## src/rtl/display_scan.sv

```systemverilog
`default_nettype none
// +-----------------------------------------------------------------------------------+
// | display_scan: multiplexed 7-segment scanner with blanking gap and per-frame latch. |
// | Optional leading-zero blanking via `define SCAN_LZB_EN.  Rev 1.0                  |
// +-----------------------------------------------------------------------------------+
module display_scan #(
  parameter int DIGITS       = 4,
  parameter int BLANK_CYCLES = 16
) (
  input  logic                  clock_in,
  input  logic                  reset,
  input  logic                  tick_in,
  input  logic                  enable,
  input  logic [4*DIGITS-1:0]   digits_in,
  input  logic [DIGITS-1:0]     dp_in,
  output logic [6:0]            seg_out,
  output logic                  dp_out,
  output logic [DIGITS-1:0]     an_out,
  output logic                  frame_done
);

  localparam int IW = $clog2(DIGITS);
  localparam int CW = (BLANK_CYCLES > 1) ? $clog2(BLANK_CYCLES) : 1;
  localparam logic [IW-1:0] C_LAST_IDX = IW'(DIGITS - 1);
  localparam logic [CW-1:0] C_LAST_CNT = CW'(BLANK_CYCLES - 1);

  typedef enum logic [1:0] {
    ST_IDLE  = 2'd0,
    ST_BLANK = 2'd1,
    ST_SHOW  = 2'd2
  } state_t;

  state_t              state_q, state_d;
  logic [IW-1:0]       index_q, index_d;
  logic [CW-1:0]       cnt_q, cnt_d;
  logic [4*DIGITS-1:0] latch_q, latch_d;
  logic [DIGITS-1:0]   dp_latch_q, dp_latch_d;
  logic [IW-1:0]       index_next;
  logic [3:0]          cur_digit;
  logic                blank_digit;

  function automatic logic [6:0] seg_decode(input logic [3:0] v);
    case (v)
      4'h0:    seg_decode = 7'h3F;
      4'h1:    seg_decode = 7'h06;
      4'h2:    seg_decode = 7'h5B;
      4'h3:    seg_decode = 7'h4F;
      4'h4:    seg_decode = 7'h66;
      4'h5:    seg_decode = 7'h6D;
      4'h6:    seg_decode = 7'h7D;
      4'h7:    seg_decode = 7'h07;
      4'h8:    seg_decode = 7'h7F;
      4'h9:    seg_decode = 7'h6F;
      4'hA:    seg_decode = 7'h77;
      4'hB:    seg_decode = 7'h7C;
      4'hC:    seg_decode = 7'h39;
      4'hD:    seg_decode = 7'h5E;
      4'hE:    seg_decode = 7'h79;
      default: seg_decode = 7'h71;
    endcase
  endfunction

  always_comb begin
    state_d    = state_q;
    index_d    = index_q;
    cnt_d      = cnt_q;
    latch_d    = latch_q;
    dp_latch_d = dp_latch_q;
    frame_done = 1'b0;
    index_next = (index_q == C_LAST_IDX) ? '0 : index_q + 1'b1;
    if (!enable) begin
      state_d = ST_IDLE;
    end else begin
      case (state_q)
        ST_IDLE: begin
          state_d = ST_BLANK;
          index_d = C_LAST_IDX;
          cnt_d   = '0;
        end
        ST_BLANK: begin
          cnt_d = cnt_q + 1'b1;
          if (cnt_q == C_LAST_CNT) begin
            state_d = ST_SHOW;
            index_d = index_next;
            // Frame data is captured only when the scan wraps, so a frame never tears.
            if (index_next == '0) begin
              latch_d    = digits_in;
              dp_latch_d = dp_in;
            end
          end
        end
        ST_SHOW: begin
          if (tick_in) begin
            state_d    = ST_BLANK;
            cnt_d      = '0;
            frame_done = (index_q == C_LAST_IDX) && !reset;
          end
        end
        default: state_d = ST_IDLE;
      endcase
    end
  end

  always_ff @(posedge clock_in) begin
    if (reset) begin
      state_q    <= ST_IDLE;
      index_q    <= '0;
      cnt_q      <= '0;
      latch_q    <= '0;
      dp_latch_q <= '0;
    end else begin
      state_q    <= state_d;
      index_q    <= index_d;
      cnt_q      <= cnt_d;
      latch_q    <= latch_d;
      dp_latch_q <= dp_latch_d;
    end
  end

`ifdef SCAN_LZB_EN
  // zero_above[k]: latched digits k..DIGITS-1 are all zero.
  logic [DIGITS-1:0] zero_above;
  always_comb begin
    logic all_zero;
    all_zero = 1'b1;
    for (int k = DIGITS - 1; k >= 0; k--) begin
      all_zero      = all_zero && (latch_q[4*k +: 4] == 4'h0);
      zero_above[k] = all_zero;
    end
  end
  assign blank_digit = (index_q != '0) && zero_above[index_q] && !dp_latch_q[index_q];
`else
  assign blank_digit = 1'b0;
`endif

  always_comb begin
    seg_out   = 7'h7F;
    dp_out    = 1'b1;
    an_out    = '1;
    cur_digit = latch_q[{index_q, 2'b00} +: 4];
    if (state_q == ST_SHOW && !blank_digit) begin
      an_out[index_q] = 1'b0;
      seg_out         = ~seg_decode(cur_digit);
      dp_out          = ~dp_latch_q[index_q];
    end
  end

endmodule
`default_nettype wire

```

## config.mk

```make
export PLATFORM = sky130hd
export DESIGN_NAME = display_scan
export DESIGN_NICKNAME = d
export VERILOG_FILES = /design/src/rtl/display_scan.sv
export SDC_FILE = /design/constraint.sdc
export NUM_CORES = 1
export LEC_CHECK = 0
export CAP_MARGIN = 20
export CORE_MARGIN = 10
export CORE_UTILIZATION = 50
export CTS_BUF_LIST = sky130_fd_sc_hd__clkbuf_4
export DETAILED_ROUTE_END_ITERATION = 10
export PLACE_DENSITY = 0.87
export SYNTH_ARGS = -nofsm -noshare
export SYNTH_HDL_FRONTEND = slang
export SYNTH_SLANG_ARGS = --single-unit
```

## constraint.sdc

```tcl
create_clock -name clock_in -period 2.8 [get_ports clock_in]
set_input_delay 0.42 -clock clock_in [delete_from_list [all_inputs] [get_ports clock_in]]
set_output_delay 0.42 -clock clock_in [all_outputs]
set_load 0.02 [all_outputs]
```

==> out/qor.txt, run 1 <==
STATUS
----------------------------------------------------------------------------------------
Run status                                                                  finished clean

CRITICAL PATH
----------------------------------------------------------------------------------------
Worst stage delay on the critical path                                           0.63 ns
Required arrival time at the worst endpoint                                      2.38 ns
Arrival time at the worst endpoint                                               2.27 ns
Cells along the critical path                                               mux4_2 -> buf_4 -> mux2i_1 -> o221ai_1 -> dlygate4sd2_1
Startpoint of the lowest-slack register-to-register path                        cnt_q[0]
Type of origin of the critical path                                                 flop
Largest fanout on the critical path                                                    8
Slowest stage cell, crit path                                                     mux4_2
Worst Path Class, Setup                                                     flop to output port
Crit path from                                                                index_q[0]
Critical path capture point type                                             output port
Crit path max-delay family                                                  multiplexers
Worst Path Buf+Inv                                                                     2

SYNTH
----------------------------------------------------------------------------------------
Number of flops mapped to enable cells by yosys                                        0
Top-area cell type share of the netlist area                                       0.354
Total of warnings raised by yosys                                                      0
Cell Area, Synth                                                               1580 um^2
Synth Instances                                                                      195
Cell type with the highest aggregate area in the netlist                         dfxtp_1
Number of register bits inferred by synthesis                                         28
Count of distinct cell types in the synthesized netlist                               32
Seq/Total Area, Yosys                                                              0.354
Most frequent cell after synthesis                                               nand2_1
Fraction of registers with async set or reset after synthesis                          0
Dominant cells by area after synthesis                                      dfxtp_1 35%, nand2_1 12%, ha_1 9.5%, a21oi_1 8.9%, mux4_2 7.1%
Average instance area after synthesis                                          8.12 um^2
Most used flip-flop cell after synthesis                                         dfxtp_1
Ranking of synthesized cells by instance count                              51 x nand2_1, 28 x a21oi_1, 28 x dfxtp_1, 13 x nor2_1, 12 x ha_1
Number of nets produced by synthesis                                                 231

DRT
----------------------------------------------------------------------------------------
Total Wirelength                                                                 3900 um
Post-detailed-route DRC marker count                                                   0
1st-iter DRT viols                                                                    84
Number of optimization iterations in the first detailed-route pass                     4
Routed via count divided by cell count                                              5.18
Routed length per instance                                                       13.9 um
Remaining antenna violation count                                                      0
Number of vias after detailed routing                                               1450

GLOBAL ROUTE
----------------------------------------------------------------------------------------
Maximum number of pins on one net before global-route repair                          27
Initial antenna violation count                                                        0
First-pass GRT wire length                                                       6360 um
Global-route usage over all layers                                                 0.127
Overall overflow remaining after global route                                          0
Number of global-route vias before repair                                           1393

POWER
----------------------------------------------------------------------------------------
Switching share of total power                                                     0.226
Power dissipated by switching net loads                                         0.146 mW
Power after layout                                                              0.645 mW
P per Cell Area                                                              314 nW/um^2
Flop pwr share                                                                     0.633
Clock network fraction of total power                                              0.251
Maximum vdd drop                                                                0.272 mV
Leakage component of the power                                                  0.720 nW
Combinational Power Share                                                          0.116
Internal Pwr Total                                                              0.499 mW

TIMING
----------------------------------------------------------------------------------------
Portion of the clock cycle consumed by the worst path in the final layout          0.959
Min Hold Slack                                                                  0.470 ns
Time the worst path needs with I/O delays and setup                              2.69 ns
Unrepaired setup endpoints after global routing                                       no
Remaining max-slew budget at the tightest pin                                      0.693
Least-Margin Pin Slew                                                           0.456 ns
Setup violations, final                                                                0
Largest clock skew in the final design                                        0.00345 ns
Min setup slack post-route                                                      0.114 ns
Achievable clock frequency                                                     0.372 GHz
Max-slew violation count                                                               0
Final Hold Vio Count                                                                   0

CLOCK NETWORK
----------------------------------------------------------------------------------------
CTS buffer count                                                                       3
Quantity of hold-fixing buffers added after cts                                        0
H-tree Lvls                                                                            1
Clock Sinks                                                                           28
Buffers from clock root to sink, at most                                               2
Library cell used as clock root buffer                                          clkbuf_4
TritonCTS clock tree                                                               built
Clock latency on the worst-skew pair                                             0.32 ns
Worst-path clk slew                                                              0.14 ns

CELLS AND AREA
----------------------------------------------------------------------------------------
Post-route cell area                                                           2050 um^2
# nets final                                                                         273
Number of standard cells in the layout, taps in and fillers out                      280
Layout overhead on the synthesized area                                            29.6%
Share of post-route cells with drive strength above 1                              0.140
Inserted Diodes                                                                        0

PLACEMENT
----------------------------------------------------------------------------------------
Count of buffers from port buffering                                                  36
Area after detailed placement                                                  1990 um^2
Post-DP HPWL                                                                     2840 um
Placed Cells incl. Taps                                                              270
Placer Congestion                                                                  0.856
Place WS                                                                      -0.0200 ns

DIE
----------------------------------------------------------------------------------------
Core Area                                                                      3050 um^2
Total Die Area                                                                 5820 um^2
Vertical extent of the die                                                       76.3 um
Effective utilization at floorplan                                                 0.518
Width of the die                                                                 76.3 um
I/O pin total                                                                         37
Row Count                                                                             20

FLOW RUN
----------------------------------------------------------------------------------------
Max-Cap Viols                                                                          0

MIN PATH
----------------------------------------------------------------------------------------
Worst hold path startpoint                                                   latch_q[15]
Min-Delay Path Class                                                        flop to flop

## power by group through the flow
| stage | sequential (mW) | clock, mW | combinational [mW] |
|---|---|---|---|
| floorplan | 0.414 | 0 | 0.0353 |
| global placement | 0.417 | 0 | 0.0723 |
| detailed placement | 0.417 | 0 | 0.0739 |
| CTS | 0.409 | 0.167 | 0.0743 |
| global route | 0.410 | 0.178 | 0.0804 |
| finish | 0.409 | 0.162 | 0.0746 |
## tightest hold or removal path: cells and delay by family (launching register included)
| family | cells | cell delay [ns] |
|---|---|---|
| compound gates | 1 | 0.05 |
| simple gates | 1 | 0.05 |
| flops | 1 | 0.34 |
## through the flow
stage               setup TNS [ns]   util
global route                     0  0.672
detailed placement         -0.0200  0.651
floorplan                        0      -
finish                           0  0.672
CTS                              0  0.674
global placement                 0  0.651
## path summary, 6_finish.rpt
check	to	slack, ns	depth (start not counted)
max reg2reg	dp_latch_q[0]	1.11	5
min reg2reg	latch_q[15]	0.47	2
min	latch_q[15]	0.47	2
max	seg_out[4]	0.11	5
## kinds of logic (layout without fill, tap and decap cells)
| kind of cell | count (synthesis) | after routing | synth area share |
|---|---|---|---|
| mux | 7 | 7 | 0.0870 |
| buf+inv | 17 | 58 | 0.0522 |
| flops | 28 | 28 | 0.354 |
| fa+ha+maj | 12 | 12 | 0.0949 |
| simple gates | 87 | 87 | 0.248 |
| compound gates | 43 | 43 | 0.158 |
| xor+xnor | 1 | 1 | 0.00553 |
## layout by cell type (no fill, tap or decap), types with 5 or more instances in the layout
cell and count:
a21oi_1 28, buf_4 13, clkdlybuf4s50_1 29, dfxtp_1 26, dlygate4sd2_1 5, ha_1 10
mux4_2 5, nand2_1 51, nor2_1 13, o21ai_0 5
## timing repair
item                       in CTS  in global routing
setup buffers                   6                  0
pin swaps                       0                  0
setup endpoints to repair       7                  5
hold endpoints to repair        0                  0
gates resized for setup        12                  6
## cell type report
class / instances / area (um^2)
fill: 266 / 1000
clock buffer: 3 / 22.5
sequential: 28 / 566
clock inverter: 1 / 3.75
tap: 44 / 55.1
multi-input combinational: 150 / 945
inverter: 5 / 18.8
timing repair buffer: 49 / 442
## flip-flops by register name (all words and copies together), names as in the netlist
register    count
index_q         2
dp_latch_q      4
latch_q        16
cnt_q           4
state_q         2
## metal layers
layer  GRT usage  up-vias  wire length [um]  part of all wire
met5           0        -                 0                 0
met4      0.0613        0                53             0.014
met3      0.0295        4               229             0.059
met2       0.219       45              1930              0.49
met1       0.144      658              1690              0.43
li1            -      743                 -                 -
Power figures use the tool's default switching activity.
==> inputs of run 2 (changes only) <==
--- a/config.mk
+++ b/config.mk
@@ -5,7 +5,6 @@
 export SDC_FILE = /design/constraint.sdc
 export NUM_CORES = 1
 export LEC_CHECK = 0
-export CAP_MARGIN = 20
 export CORE_MARGIN = 10
 export CORE_UTILIZATION = 50
 export CTS_BUF_LIST = sky130_fd_sc_hd__clkbuf_4
==> results of run 2 <==
Same layout as run 1: the final DEF is identical, and so are final timing and power.
==> inputs of run 3 (changes only) <==
--- a/config.mk
+++ b/config.mk
@@ -9,7 +9,7 @@
 export CORE_UTILIZATION = 50
 export CTS_BUF_LIST = sky130_fd_sc_hd__clkbuf_4
 export DETAILED_ROUTE_END_ITERATION = 10
-export PLACE_DENSITY = 0.87
+export PLACE_DENSITY = 0.79
 export SYNTH_ARGS = -nofsm -noshare
 export SYNTH_HDL_FRONTEND = slang
 export SYNTH_SLANG_ARGS = --single-unit
==> run 3 against run 2 <==
Net effect:
- via count decreased by 1.8%
- largest power group unchanged
- register-to-register slack better by 0.03 ns
- clock power up 65%
- critical endpoint unchanged
- critical path depth increased by 1
- cell count rose by 0.71%
- die area is the same
- sequential power hardly changed
- largest cell class unchanged
- global-route usage fell by 0.54 points
==> out/qor.txt, run 3 (synthesized netlist as in run 1, its figures left out) <==
TIMING
----------------------------------------------------------------------------------------
Largest clock skew in the final design                                        0.00244 ns   was 0.00345 ns
Final Hold Vio Count                                                                   0   unchanged
Unrepaired setup endpoints after global routing                                       no   unchanged
Setup violations, final                                                                0   unchanged
Least-Margin Pin Slew                                                           0.453 ns   was 0.456 ns
Remaining max-slew budget at the tightest pin                                      0.695   was 0.693
Portion of the clock cycle consumed by the worst path in the final layout          0.962   was 0.959
Achievable clock frequency                                                     0.371 GHz   was 0.372 GHz
Time the worst path needs with I/O delays and setup                              2.69 ns   about the same
Max-slew violation count                                                               0   unchanged
Min Hold Slack                                                                  0.465 ns   was 0.470 ns

DIE
----------------------------------------------------------------------------------------
Core Area                                                                      3050 um^2   unchanged
Vertical extent of the die                                                       76.3 um   unchanged
Width of the die                                                                 76.3 um   unchanged
I/O pin total                                                                         37   unchanged
Row Count                                                                             20   unchanged
Total Die Area                                                                 5820 um^2   unchanged
Effective utilization at floorplan                                                 0.518   unchanged

CELLS AND AREA
----------------------------------------------------------------------------------------
Register name with the most flops                                                latch_q   unchanged
Layout overhead on the synthesized area                                            31.8%   was 29.6%
# nets final                                                                         275   was 273
Largest register FFs                                                                  16   unchanged
Fill cell instance count of the final layout                                         274   was 266
Top library cells by usage in the layout, fill and taps aside               51 x nand2_1, 29 x clkdlybuf4s50_1, 28 x a21oi_1, 26 x dfxtp_1, 15 x buf_4   was 51 x nand2_1, 29 x clkdlybuf4s50_1, 28 x a21oi_1, 26 x dfxtp_1
Inserted Diodes                                                                        0   unchanged
Post-route cell area                                                           2090 um^2   was 2050 um^2
Share of post-route cells with drive strength above 1                              0.155   was 0.140
Biggest registers after layout                                              latch_q: 16 flops, cnt_q: 4 flops, dp_latch_q: 4 flops   unchanged
Most common cell after layout, fill and taps aside                               nand2_1   unchanged

PLACEMENT
----------------------------------------------------------------------------------------
Post-DP HPWL                                                                     2650 um   was 2840 um
Placer Congestion                                                                  0.846   was 0.856
Area after detailed placement                                                  2000 um^2   was 1990 um^2
Count of buffers from port buffering                                                  36   unchanged

CRITICAL PATH
----------------------------------------------------------------------------------------
Crit path max-delay family                                                  multiplexers   unchanged
Worst Path Buf+Inv                                                                     2   unchanged
Critical path capture point type                                             output port   unchanged
Worst stage delay on the critical path                                           0.55 ns   was 0.63 ns
Cells along the critical path                                               mux4_2 -> inv_1 -> ha_2 -> mux2i_1 -> o221ai_1 -> dlygate4sd2_1   was mux4_2 -> buf_4 -> mux2i_1 -> o221ai_1 -> dlygate4sd2_1
Worst Path Class, Setup                                                     flop to output port   unchanged
Startpoint of the lowest-slack register-to-register path                        cnt_q[0]   unchanged
Reg-to-reg slack, setup                                                          1.14 ns   was 1.11 ns
Arrival time at the worst endpoint                                               2.27 ns   about the same
Required arrival time at the worst endpoint                                      2.38 ns   about the same
Largest fanout on the critical path                                                    5   was 8
Type of origin of the critical path                                                 flop   unchanged
Worst Reg-to-Reg Cells                                                                 5   unchanged
Endpoint of the worst-slack reg-to-reg timing path                           latch_q[11]   was dp_latch_q[0]
Slowest stage cell, crit path                                                     mux4_2   unchanged

GLOBAL ROUTE
----------------------------------------------------------------------------------------
Overall overflow remaining after global route                                          0   unchanged
First-pass GRT wire length                                                       6200 um   was 6360 um
Maximum number of pins on one net before global-route repair                          27   unchanged
Global-route usage over all layers                                                 0.122   was 0.127
Number of global-route vias before repair                                           1389   was 1393
Initial antenna violation count                                                        0   unchanged

MIN PATH
----------------------------------------------------------------------------------------
Worst hold path startpoint                                                   latch_q[15]   unchanged
Worst hold endpoint                                                          latch_q[15]   unchanged
Cell depth of the worst hold path                                                      2   unchanged
Min-Delay Path Class                                                        flop to flop   unchanged

CLOCK NETWORK
----------------------------------------------------------------------------------------
H-tree Lvls                                                                            1   unchanged
Buffers from clock root to sink, at most                                               2   unchanged
Clock Sinks                                                                           28   unchanged
Quantity of hold-fixing buffers added after cts                                        0   unchanged
CTS buffer count                                                                       3   unchanged
TritonCTS clock tree                                                               built   unchanged
Library cell used as clock root buffer                                          clkbuf_4   unchanged
Clock latency on the worst-skew pair                                             0.33 ns   was 0.32 ns
Worst-path clk slew                                                              0.15 ns   was 0.14 ns

DRT
----------------------------------------------------------------------------------------
Number of optimization iterations in the first detailed-route pass                     4   unchanged
Post-detailed-route DRC marker count                                                   0   unchanged
Number of vias after detailed routing                                               1424   was 1450
1st-iter DRT viols                                                                    59   was 84
Total Wirelength                                                                 3700 um   was 3900 um
Routed via count divided by cell count                                              5.05   was 5.18
Routed length per instance                                                       13.1 um   was 13.9 um
Remaining antenna violation count                                                      0   unchanged

POWER
----------------------------------------------------------------------------------------
Leakage component of the power                                                  0.744 nW   was 0.720 nW
P per Cell Area                                                              360 nW/um^2   was 314 nW/um^2
Maximum vdd drop                                                                0.370 mV   was 0.272 mV

STATUS
----------------------------------------------------------------------------------------
Run status                                                                  finished clean   unchanged

FLOW RUN
----------------------------------------------------------------------------------------
Max-Cap Viols                                                                          0   unchanged

[run 3: where the power goes]
part	leakage, nW	switching (mW)	internal, mW
combinational	0.489	0.0289	0.0459
clock	0.0279	0.123	0.145
sequential	0.227	0.00645	0.403
total	0.744	0.158	0.594
[run 3: worst max-delay path by stage]
stage	cells after the start	startpoint	to	slack [ns]
6_report	6	index_q[1]	seg_out[4]	0.11
2_1_floorplan	7	index_q[1]	seg_out[3]	0.33
3_3_place_gp	6	index_q[1]	seg_out[3]	0.05
5_1_grt	6	index_q[1]	seg_out[4]	0.002
3_5_place_dp	6	index_q[1]	seg_out[3]	0.0006
4_1_cts	6	index_q[1]	seg_out[3]	-0.00007
[run 3: metal layers]
metal | routed length [um] | vias up | global-route usage
met5 | 0 | - | 0
met4 | 50 | 0 | 0.0465
met3 | 143 | 4 | 0.0259
met2 | 1720 | 32 | 0.209
met1 | 1790 | 637 | 0.144
li1 | - | 751 | -
[run 3: per-stage QoR]
step	cells	TNS [ns]	power (mW)	util	setup slack (ns)
4_1_cts	281	-0.0000695	0.753	0.686	-0.0000695
2_1_floorplan	195	0	0.449	-	0.327
6_report	282	0	0.751	0.683	0.107
3_5_place_dp	272	0	0.492	0.656	0.000591
3_3_place_gp	272	0	0.491	0.656	0.0490
5_1_grt	282	0	0.775	0.683	0.00173
[run 3: cell type report]
cell class,instances,area [um^2],share of cell area
multi-input cells,150,945,0.453
clock buffers,3,22.5,0.0108
inverters,5,18.8,0.00900
clock inverters,1,30.0,0.0144
flip-flops and latches,28,566,0.271
repair buffers,51,449,0.215
well taps,44,55.1,0.0264
[run 3: worst reg2reg max path, cell delays in order, from the launching register on]
cell     delay, ns
dfxtp_1       0.40
ha_1          0.23
nand4_1       0.20
or2_2         0.51
nand2_1       0.14
a21oi_1       0.08
[run 3: what timing repair did]
item                                    4_1_cts  5_1_grt
buffers inserted                              5        1
cloned                                        0        0
gates resized for setup                      13       10
endpoints found under the setup margin        7        4
